File: config.mk
export PLATFORM = sky130hd
export DESIGN_NAME = cpu_seq_datapath
export DESIGN_NICKNAME = d
export VERILOG_FILES = /design/src/rtl/cpu_pkg.sv /design/src/rtl/cpu_seq_mul.sv /design/src/rtl/cpu_seq_datapath.sv
export SDC_FILE = /design/constraint.sdc
export NUM_CORES = 1
export LEC_CHECK = 0
export CAP_MARGIN = 5
export CELL_PAD_IN_SITES_DETAIL_PLACEMENT = 0
export CELL_PAD_IN_SITES_GLOBAL_PLACEMENT = 1
export CORE_MARGIN = 1.5
export CORE_UTILIZATION = 48
export CTS_BUF_LIST = sky130_fd_sc_hd__clkbuf_2 sky130_fd_sc_hd__clkbuf_4 sky130_fd_sc_hd__clkbuf_8
export CTS_CLUSTER_SIZE = 24
export DETAILED_ROUTE_END_ITERATION = 10
export PLACE_DENSITY_LB_ADDON = 0.1
export SYNTH_ARGS = -nofsm -noshare
export SYNTH_HDL_FRONTEND = slang
export SYNTH_SLANG_ARGS = --single-unit
export TNS_END_PERCENT = 20
File: constraint.sdc
create_clock -name clk -period 4.6 [get_ports clk]
set_clock_uncertainty 0.1 [all_clocks]
set_input_delay 0.92 -clock clk [delete_from_list [all_inputs] [get_ports clk]]
set_output_delay 0.92 -clock clk [all_outputs]
set_load 0.1 [all_outputs]
File: src/rtl/cpu_pkg.sv
`default_nettype none
// +--------------------------------------------------------------------------+
// | Package : cpu_pkg                                                        |
// | Shared opcode encodings, datapath state encoding and the flag struct     |
// | used by the sequential CPU datapath and its iterative multiplier.        |
// | Revision: 1.0  initial release                                           |
// +--------------------------------------------------------------------------+
package cpu_pkg;

    localparam logic [3:0] OP_NOP = 4'd0;
    localparam logic [3:0] OP_ADD = 4'd1;
    localparam logic [3:0] OP_ADC = 4'd2;
    localparam logic [3:0] OP_SUB = 4'd3;
    localparam logic [3:0] OP_SBB = 4'd4;
    localparam logic [3:0] OP_AND = 4'd5;
    localparam logic [3:0] OP_OR  = 4'd6;
    localparam logic [3:0] OP_XOR = 4'd7;
    localparam logic [3:0] OP_NOT = 4'd8;
    localparam logic [3:0] OP_SHL = 4'd9;
    localparam logic [3:0] OP_SHR = 4'd10;
    localparam logic [3:0] OP_ROL = 4'd11;
    localparam logic [3:0] OP_ROR = 4'd12;
    localparam logic [3:0] OP_LDI = 4'd13;
    localparam logic [3:0] OP_MOV = 4'd14;
    localparam logic [3:0] OP_MUL = 4'd15;

    typedef enum logic [0:0] {
        IDLE = 1'b0,
        MUL  = 1'b1
    } state_t;

    typedef struct packed {
        logic c;
        logic z;
    } flags_t;

endpackage
`default_nettype wire

File: src/rtl/cpu_seq_mul.sv
`default_nettype none
// +--------------------------------------------------------------------------+
// | Module  : cpu_seq_mul                                                    |
// | Iterative unsigned WIDTH x WIDTH shift-add multiplier, one bit per cycle.|
// | Ports   : clk, rst (sync, active-high), start (latch a/b and begin),     |
// |           a, b (operands), done (1-cycle pulse, product valid),          |
// |           product (2*WIDTH-bit result, held until next start).          |
// | Revision: 1.0  initial release                                           |
// +--------------------------------------------------------------------------+
module cpu_seq_mul #(
    parameter int WIDTH = 8
) (
    input  logic                 clk,
    input  logic                 rst,
    input  logic                 start,
    input  logic [WIDTH-1:0]     a,
    input  logic [WIDTH-1:0]     b,
    output logic                 done,
    output logic [2*WIDTH-1:0]   product
);

    localparam int CW = $clog2(WIDTH);

    logic [2*WIDTH-1:0] r_acc_q;
    logic [2*WIDTH-1:0] r_mcand_q;
    logic [WIDTH-1:0]   r_mplier_q;
    logic [CW-1:0]      r_cnt_q;
    logic               r_busy_q;
    logic               r_done_q;

    // Bit 0 is folded in at the start edge, so bits 1..WIDTH-1 take the
    // following WIDTH-1 edges and done is high in the cycle before the
    // WIDTH-th edge after start -- exactly when the datapath writes back.
    always_ff @(posedge clk) begin
        if (rst) begin
            r_acc_q    <= '0;
            r_mcand_q  <= '0;
            r_mplier_q <= '0;
            r_cnt_q    <= '0;
            r_busy_q   <= 1'b0;
            r_done_q   <= 1'b0;
        end else begin
            r_done_q <= 1'b0;
            if (start) begin
                r_acc_q    <= b[0] ? {{WIDTH{1'b0}}, a} : '0;
                r_mcand_q  <= {{(WIDTH-1){1'b0}}, a, 1'b0};
                r_mplier_q <= b >> 1;
                r_cnt_q    <= CW'(1);
                r_busy_q   <= 1'b1;
            end else if (r_busy_q) begin
                if (r_mplier_q[0]) begin
                    r_acc_q <= r_acc_q + r_mcand_q;
                end
                r_mcand_q  <= r_mcand_q << 1;
                r_mplier_q <= r_mplier_q >> 1;
                if (r_cnt_q == CW'(WIDTH-1)) begin
                    r_busy_q <= 1'b0;
                    r_done_q <= 1'b1;
                end else begin
                    r_cnt_q <= r_cnt_q + CW'(1);
                end
            end
        end
    end

    assign done    = r_done_q;
    assign product = r_acc_q;

endmodule
`default_nettype wire

File: src/rtl/cpu_seq_datapath.sv
`default_nettype none
// +--------------------------------------------------------------------------+
// | Module  : cpu_seq_datapath                                               |
// | Clocked CPU datapath: NREG x WIDTH register file, C/Z flags, 16-opcode   |
// | ALU with valid/ready issue and an iterative multi-cycle MUL.             |
// | Ports   : clk, rst (sync, active-high)                                   |
// |           in_valid/in_ready  instruction issue handshake                 |
// |           op, rd, rs, imm    instruction fields                          |
// |           out_valid, result  completion pulse and value written to rd    |
// |           carry, zero        flag outputs                                |
// |           dbg_addr/dbg_data  combinational register read port            |
// | Revision: 1.0  initial release                                           |
// +--------------------------------------------------------------------------+
module cpu_seq_datapath
    import cpu_pkg::*;
#(
    parameter  int WIDTH = 8,
    parameter  int NREG  = 4,
    localparam int RIDX  = $clog2(NREG)
) (
    input  logic             clk,
    input  logic             rst,
    input  logic             in_valid,
    output logic             in_ready,
    input  logic [3:0]       op,
    input  logic [RIDX-1:0]  rd,
    input  logic [RIDX-1:0]  rs,
    input  logic [WIDTH-1:0] imm,
    output logic             out_valid,
    output logic [WIDTH-1:0] result,
    output logic             carry,
    output logic             zero,
    input  logic [RIDX-1:0]  dbg_addr,
    output logic [WIDTH-1:0] dbg_data
);

    logic [WIDTH-1:0] r_regs_q [NREG];
    flags_t           r_flags_q;
    state_t           r_state_q;
    logic             r_out_valid_q;
    logic [WIDTH-1:0] r_result_q;
    logic [RIDX-1:0]  r_mrd_q;
    logic [RIDX-1:0]  r_mrs_q;

    logic [WIDTH-1:0]   w_r;
    logic [WIDTH-1:0]   w_s;
    logic               w_cin;
    logic [WIDTH:0]     w_add;
    logic [WIDTH:0]     w_sub;
    logic [WIDTH-1:0]   w_alu_res_d;
    logic               w_alu_c_d;
    logic               w_accept;
    logic               w_mul_start;
    logic               w_mul_done;
    logic [2*WIDTH-1:0] w_mul_product;

    assign w_r      = r_regs_q[rd];
    assign w_s      = r_regs_q[rs];
    assign w_accept = in_valid && (r_state_q == IDLE);

    // ADC/SBB consume the carry; ADD/SUB share the same adder with cin=0.
    // The extra MSB of each sum is carry-out, or borrow for subtraction.
    assign w_cin = ((op == OP_ADC) || (op == OP_SBB)) && r_flags_q.c;
    assign w_add = {1'b0, w_r} + {1'b0, w_s} + {{WIDTH{1'b0}}, w_cin};
    assign w_sub = {1'b0, w_r} - {1'b0, w_s} - {{WIDTH{1'b0}}, w_cin};

    always_comb begin
        w_alu_res_d = w_r;
        w_alu_c_d   = r_flags_q.c;
        case (op)
            OP_ADD, OP_ADC: {w_alu_c_d, w_alu_res_d} = w_add;
            OP_SUB, OP_SBB: {w_alu_c_d, w_alu_res_d} = w_sub;
            OP_AND:         w_alu_res_d = w_r & w_s;
            OP_OR:          w_alu_res_d = w_r | w_s;
            OP_XOR:         w_alu_res_d = w_r ^ w_s;
            OP_NOT:         w_alu_res_d = ~w_s;
            OP_SHL:         {w_alu_c_d, w_alu_res_d} = {w_r, 1'b0};
            OP_SHR:         {w_alu_res_d, w_alu_c_d} = {1'b0, w_r};
            OP_ROL:         {w_alu_c_d, w_alu_res_d} = {w_r, r_flags_q.c};
            OP_ROR:         {w_alu_res_d, w_alu_c_d} = {r_flags_q.c, w_r};
            OP_LDI:         w_alu_res_d = imm;
            OP_MOV:         w_alu_res_d = w_s;
            default:        ;   // NOP reports r; MUL completes later
        endcase
    end

    assign w_mul_start = w_accept && (op == OP_MUL);

    cpu_seq_mul #(
        .WIDTH (WIDTH)
    ) u_mul (
        .clk     (clk),
        .rst     (rst),
        .start   (w_mul_start),
        .a       (w_r),
        .b       (w_s),
        .done    (w_mul_done),
        .product (w_mul_product)
    );

    always_ff @(posedge clk) begin
        if (rst) begin
            for (int i = 0; i < NREG; i++) begin
                r_regs_q[i] <= '0;
            end
            r_flags_q     <= '0;
            r_state_q     <= IDLE;
            r_out_valid_q <= 1'b0;
            r_result_q    <= '0;
            r_mrd_q       <= '0;
            r_mrs_q       <= '0;
        end else begin
            r_out_valid_q <= 1'b0;
            case (r_state_q)
                IDLE: begin
                    if (w_accept) begin
                        if (op == OP_MUL) begin
                            r_state_q <= MUL;
                            r_mrd_q   <= rd;
                            r_mrs_q   <= rs;
                        end else begin
                            r_out_valid_q <= 1'b1;
                            r_result_q    <= w_alu_res_d;
                            if (op != OP_NOP) begin
                                r_regs_q[rd] <= w_alu_res_d;
                                r_flags_q.c  <= w_alu_c_d;
                                r_flags_q.z  <= (w_alu_res_d == '0);
                            end
                        end
                    end
                end
                MUL: begin
                    // done coincides with the WIDTH-th edge after accept.
                    if (w_mul_done) begin
                        // High half first so that rd==rs keeps the low half.
                        r_regs_q[r_mrs_q] <= w_mul_product[2*WIDTH-1:WIDTH];
                        r_regs_q[r_mrd_q] <= w_mul_product[WIDTH-1:0];
                        r_flags_q.c       <= 1'b0;
                        r_flags_q.z       <= (w_mul_product == '0);
                        r_result_q        <= w_mul_product[WIDTH-1:0];
                        r_out_valid_q     <= 1'b1;
                        r_state_q         <= IDLE;
                    end
                end
                default: r_state_q <= IDLE;
            endcase
        end
    end

    assign in_ready  = (r_state_q == IDLE);
    assign out_valid = r_out_valid_q;
    assign result    = r_result_q;
    assign carry     = r_flags_q.c;
    assign zero      = r_flags_q.z;
    assign dbg_data  = r_regs_q[dbg_addr];

endmodule
`default_nettype wire

* Yosys cells after proc, flatten, opt, wreduce, memory -nomap -nowiden
Memory sizes are Yosys's and may differ from the RTL's.
Index checks and enable logic that the tools add are counted.
** Operators by class
- Divide/modulo/power cells :: 0
- $mul :: 0
- Shift-type cells :: 0
- Multiplexer cells :: 54
- Equality and inequality tests :: 22
- Order comparisons :: 0
- Bitwise operators :: 7
- Add/sub/neg operators :: 6
- Reductions and logical operators :: 25
** Operators by type and width (count)
- 8-bit case mux with 12 select lines :: 1
- 8-bit two-way mux :: 7
- 16-bit two-way mux :: 3
- 4-bit equality test, second input constant :: 8
- 1-bit two-way mux :: 27
- 8-bit OR reduction :: 3
- 9-bit two-way mux :: 2
- 16-bit adder :: 1
- 4-bit by 3-bit equality test with 1-bit output, second input constant :: 4
- 16-bit zero test :: 1
- 8-bit case mux with 2 select lines :: 1
- 2-bit two-way mux :: 7
- 7-bit two-way mux :: 2
- 2-bit OR reduction :: 5
- 8-bit by 8-bit adder with 9-bit output :: 1
- 9-bit by 1-bit adder with 9-bit output :: 1
- 8-bit by 8-bit subtractor with 9-bit output :: 1
- 9-bit by 1-bit subtractor with 9-bit output :: 1
- 8-bit AND :: 1
- 4-bit by 2-bit equality test with 1-bit output, second input constant :: 2
- 8-bit zero test :: 1
- 2-bit by 1-bit inequality test with 1-bit output, second input constant :: 4
- 8-bit inverter :: 1
- 8-bit OR :: 1
- other kinds (19) :: 28
** Storage, ports and cells
- Memories :: 1
- Latch bits :: 0
- Bits in read-only memories :: 0
- Logic and storage cells :: 130
- Register bits after elaboration :: 59
- Input bits :: 21
- RAM bits :: 32
- Output and inout bits :: 20
** Memories
- r_regs_q :: depth 4, bits a word 8, rd ports 3, clocked after memory_dff 0, wr ports 4, RTL line cpu_seq_datapath.sv:37 : logic [WIDTH-1:0] r_regs_q [NREG];

* Longest topological paths before layout
- Word-level depth :: 10
- Depth in mapped cells :: 16
- Gate-level depth less buffers :: 15

* Cells and area by module
From an unflattened synthesis, not the netlist that was laid out.
** Second synthesis, totals
- Cell total of the unflattened synthesis :: 816
- Area, all modules :: 7153.1 µm²
** Modules (own cells, without submodules)
- cpu_seq_datapath :: times used 1, cells an instance 532, area an instance 4784.6 µm², sequential area each 1281.2 µm²
- cpu_seq_mul :: times used 1, cells an instance 284, area an instance 2368.5 µm², sequential area each 860.8 µm²

* Least setup slack after synthesis
Ideal clock, no wire load.
- Path type :: input to register
- From :: in rd[0]
- To :: mem r_regs_q[3][5] (data pin)
- Cell stages on the path :: 11
- Library setup time :: 260 ps
- Required time :: 4240 ps
- Path buffers :: 1
- Arrival :: 3767 ps
- Path slack :: 473 ps
- Cells stage by stage :: buf_6 > mux4_2 > fa_1 > ha_1 > or4_1 > a21oi_1 > o21ai_0 > and3b_1 > o32ai_2 > o21ai_1 > mux2_2
** RTL lines
- from (decl) :: RTL line cpu_seq_datapath.sv:26 : input logic [RIDX-1:0] rd,
- to (decl) :: RTL line cpu_seq_datapath.sv:37

==> reports/metrics.csv <==
metric,value,unit
Initial Util,0.497,
Yosys cell types,76,
Slew HR,0.343,
mux cell area share after synthesis,0.121,
register area share after synthesis,0.307,
detailed-route via count,6753,
Port Buffer Count,40,
htree depth,3,
met1 Resource Use GR,0.446,
mean cell area of the mapped netlist,8.73,um^2
GR Util met3,0.0536,
critical path type,primary input to register,
share of cells above drive strength 1,0.181,
CTS clock-pin slew for the worst setup and hold paths,110,ps
first-pass GRT wire length,36300,um
cts bufs inserted,9,
DR DRC count,0,
WP data arrival,4650,ps
largest net degree at the start of global routing,41,
Slew @ Worst Pin,982,ps
initial antenna violation count,0,
final wirelength,23300,um
final hold slack,401,ps
compound-gate portion of the synthesized area,0.215,
"EDFF count, synth",32,
core area,0.0140,mm^2
routability cong.,0.951,
critical path endpoint category,register,
n_diodes,0,
startpoint types,primary input,
outcome,completed,
Critical Path RT,4710,ps
1st-iter DRT viols,707,
Fin. Hold Viols,0,
Layout area overhead,18.1,%
CTS Buffer Depth,2,
die area,0.0153,mm^2
FMAX,220,MHz
Final nets,958,
met2 Track Usage GR,0.502,
Final Slew Violations,0,
die width,124,um
CTS sink cnt,91,
Die Ht,124,um
busiest grt layer,met2,
xor/xnor share of the synthesized area,0.0251,
largest family of logic cells by synthesized area,compound AO/OA/AOI/OAI gates,
ys async rst share,0,
io pins,41,
Site Rows,43,
drt first pass iters,5,
Post-Place Cell Area,0.00802,mm^2
maximum vdd ir drop,0.000263,V
cell area after layout,0.00825,mm^2
Mapped Nets,870,
HPWL after DPL,17900,um
post-CTS setup repair buffer count,0,
Syn Std Cell Area,0.00698,mm^2
Main synth FF type,dfxtp_1,
CTS tree,done,
Critical Path Source,rd[0],
adder-cell share of the synthesized area,0.0946,
RSZ-0062 raised after global routing,true,
# setup viols final,0,
number of global-route vias before repair,6467,
WL per Instance,21.7,um
"flops & latches, synth",91,
"Warnings, synthesis",0,
HP Start,r_mrs_q[1]$_SDFFE_PP0P_,
Vias/cell,6.29,
Post-Syn Instances,800,
post-route ant nets,0,
Clock Latency Late Sink,390,ps
grt total ovfl,0,
Root Driver,clkbuf_8,
fin crit period,4540,ps
final worst path period share,0.987,
max-cap check violation count,0,
post-synthesis simple-gate area fraction,0.184,
"Max FO, Critical Path",4,
Hold WC Path Type,register to register,
Cell Pwr Density,282,mW/mm^2
GRT Util Overall,0.318,
LEAKAGE,3.30,nW
reg2reg start,r_regs_q[3][0]$_DFFE_PP_,
[worst paths after layout]
| check | endpoint | slack (ps) | cells after the start |
|---|---|---|---|
| worst min register to register | r_mrs_q[1]$_SDFFE_PP0P_ | 400 | 2 |
| worst min-delay path | r_mrs_q[1]$_SDFFE_PP0P_ | 400 | 2 |
| worst max register to register | r_regs_q[0][1]$_DFFE_PP_ | 690 | 11 |
| worst max-delay path | r_regs_q[0][1]$_DFFE_PP_ | 60 | 12 |
[cell usage in the layout (no fill, tap or decap), types with 17 or more instances in the layout]
| master | instances |
|---|---|
| a21oi_1 | 56 |
| clkdlybuf4s50_1 | 31 |
| edfxtp_1 | 32 |
| ha_1 | 44 |
| inv_1 | 33 |
| nor2_1 | 68 |
| mux4_2 | 24 |
| nand3_1 | 23 |
| o21ai_0 | 39 |
| a211oi_1 | 19 |
| mux2i_1 | 25 |
| buf_4 | 97 |
| nand2_1 | 99 |
| nor3_1 | 17 |
| dfxtp_1 | 59 |
[synth_stat cells, drive strengths merged, types with 3 or more instances]
cell | instances | area share
nor4 | 5 | 0.0045
fa | 5 | 0.014
nand3b | 3 | 0.0032
a41oi | 3 | 0.0038
o21a | 3 | 0.0032
clkbuf | 35 | 0.019
nand3 | 23 | 0.016
mux2i | 25 | 0.036
and3b | 3 | 0.0038
ha | 44 | 0.079
a22o | 11 | 0.014
nor2 | 68 | 0.037
a211oi | 20 | 0.022
a221o | 3 | 0.0043
mux2 | 5 | 0.0081
or3 | 7 | 0.0070
o211a | 4 | 0.0057
xor2 | 11 | 0.014
o22ai | 3 | 0.0036
edfxtp | 32 | 0.14
a2111oi | 3 | 0.0038
a22oi | 6 | 0.0072
o22a | 4 | 0.0050
a21oi | 58 | 0.043
inv | 33 | 0.018
dfxtp | 59 | 0.17
and2 | 5 | 0.0045
or2 | 6 | 0.0057
nand2b | 10 | 0.0090
nand2 | 100 | 0.054
o311ai | 3 | 0.0038
and3 | 7 | 0.0063
o21bai | 5 | 0.0054
o21ai | 51 | 0.037
o211ai | 9 | 0.0097
a21o | 5 | 0.0054
xnor2 | 9 | 0.011
a222oi | 3 | 0.0043
mux4 | 24 | 0.077
nor2b | 11 | 0.0099
a311oi | 3 | 0.0038
nor3 | 17 | 0.012
a31oi | 10 | 0.0090
buf | 18 | 0.016
[power by group]
group | switching, mW | internal (mW)
Combinational | 0.514 | 0.347
Sequential | 0.0273 | 0.865
Clock | 0.310 | 0.265
Total | 0.851 | 1.48
[layout make-up]
| class | count | area, um^2 |
|---|---|---|
| Fill cell | 1314 | 5790 |
| Clock buffer | 10 | 131 |
| Inverter | 34 | 128 |
| Clock inverter | 6 | 72.6 |
| Multi-Input combinational cell | 622 | 4500 |
| Timing Repair Buffer | 130 | 1050 |
| Sequential cell | 91 | 2140 |
| Tap cell | 180 | 225 |
[cells by family (layout without fill, tap and decap cells)]
| logic type | after synthesis | in the layout |
|---|---|---|
| AOI/OAI and AO/OA | 223 | 223 |
| xor gates and xnor gates | 20 | 20 |
| adders and majority gates | 50 | 50 |
| buffers and inverters | 87 | 180 |
| DFF | 91 | 91 |
| muxes | 54 | 54 |
| and+or+nand+nor | 275 | 275 |
[critical path, cell delays in order]
cell,delay [ps]
clkdlybuf4s50_1,530
mux4_2,610
fa_1,480
inv_1,100
fa_1,430
or4b_2,610
a21oi_1,180
a21oi_1,50
nand4_1,240
buf_4,170
a22oi_2,100
o21ai_1,220
[sequential cells by signal (all words and copies together), names as in the netlist]
name,count
r_mrd_q,2
r_state_q,1
u_mul.done,1
zero,1
u_mul.r_cnt_q,3
u_mul.r_busy_q,1
result,8
u_mul.r_mplier_q,7
out_valid,1
r_regs_q,32
r_mrs_q,2
u_mul.r_mcand_q,15
u_mul.product,16
carry,1
[metrics by stage]
stage	util	std cells	power (mW)	setup WS, ps	setup TNS (ps)
after CTS	0.585	1073	2.32	19.3	0
after detailed placement	0.571	1057	1.75	-361	-6490
final	0.587	1073	2.33	59.3	0
after global placement	0.571	1057	1.74	-280	-5580
after floorplan	-	800	1.41	473	0
after global routing	0.587	1073	2.44	-20.1	-61.5
[metal layers]
metal | vias to the layer above | wire [um]
met3 | 46 | 1600
met4 | 0 | 665
met2 | 310 | 10700
met1 | 3266 | 10300
li1 | 3131 | -
met5 | - | 0
[what timing repair did]
action | in CTS | in global routing
hold buffers | 0 | 0
setup endpoints to repair | 0 | 18
gates resized for setup | 0 | 13
Power figures use the tool's default switching activity.
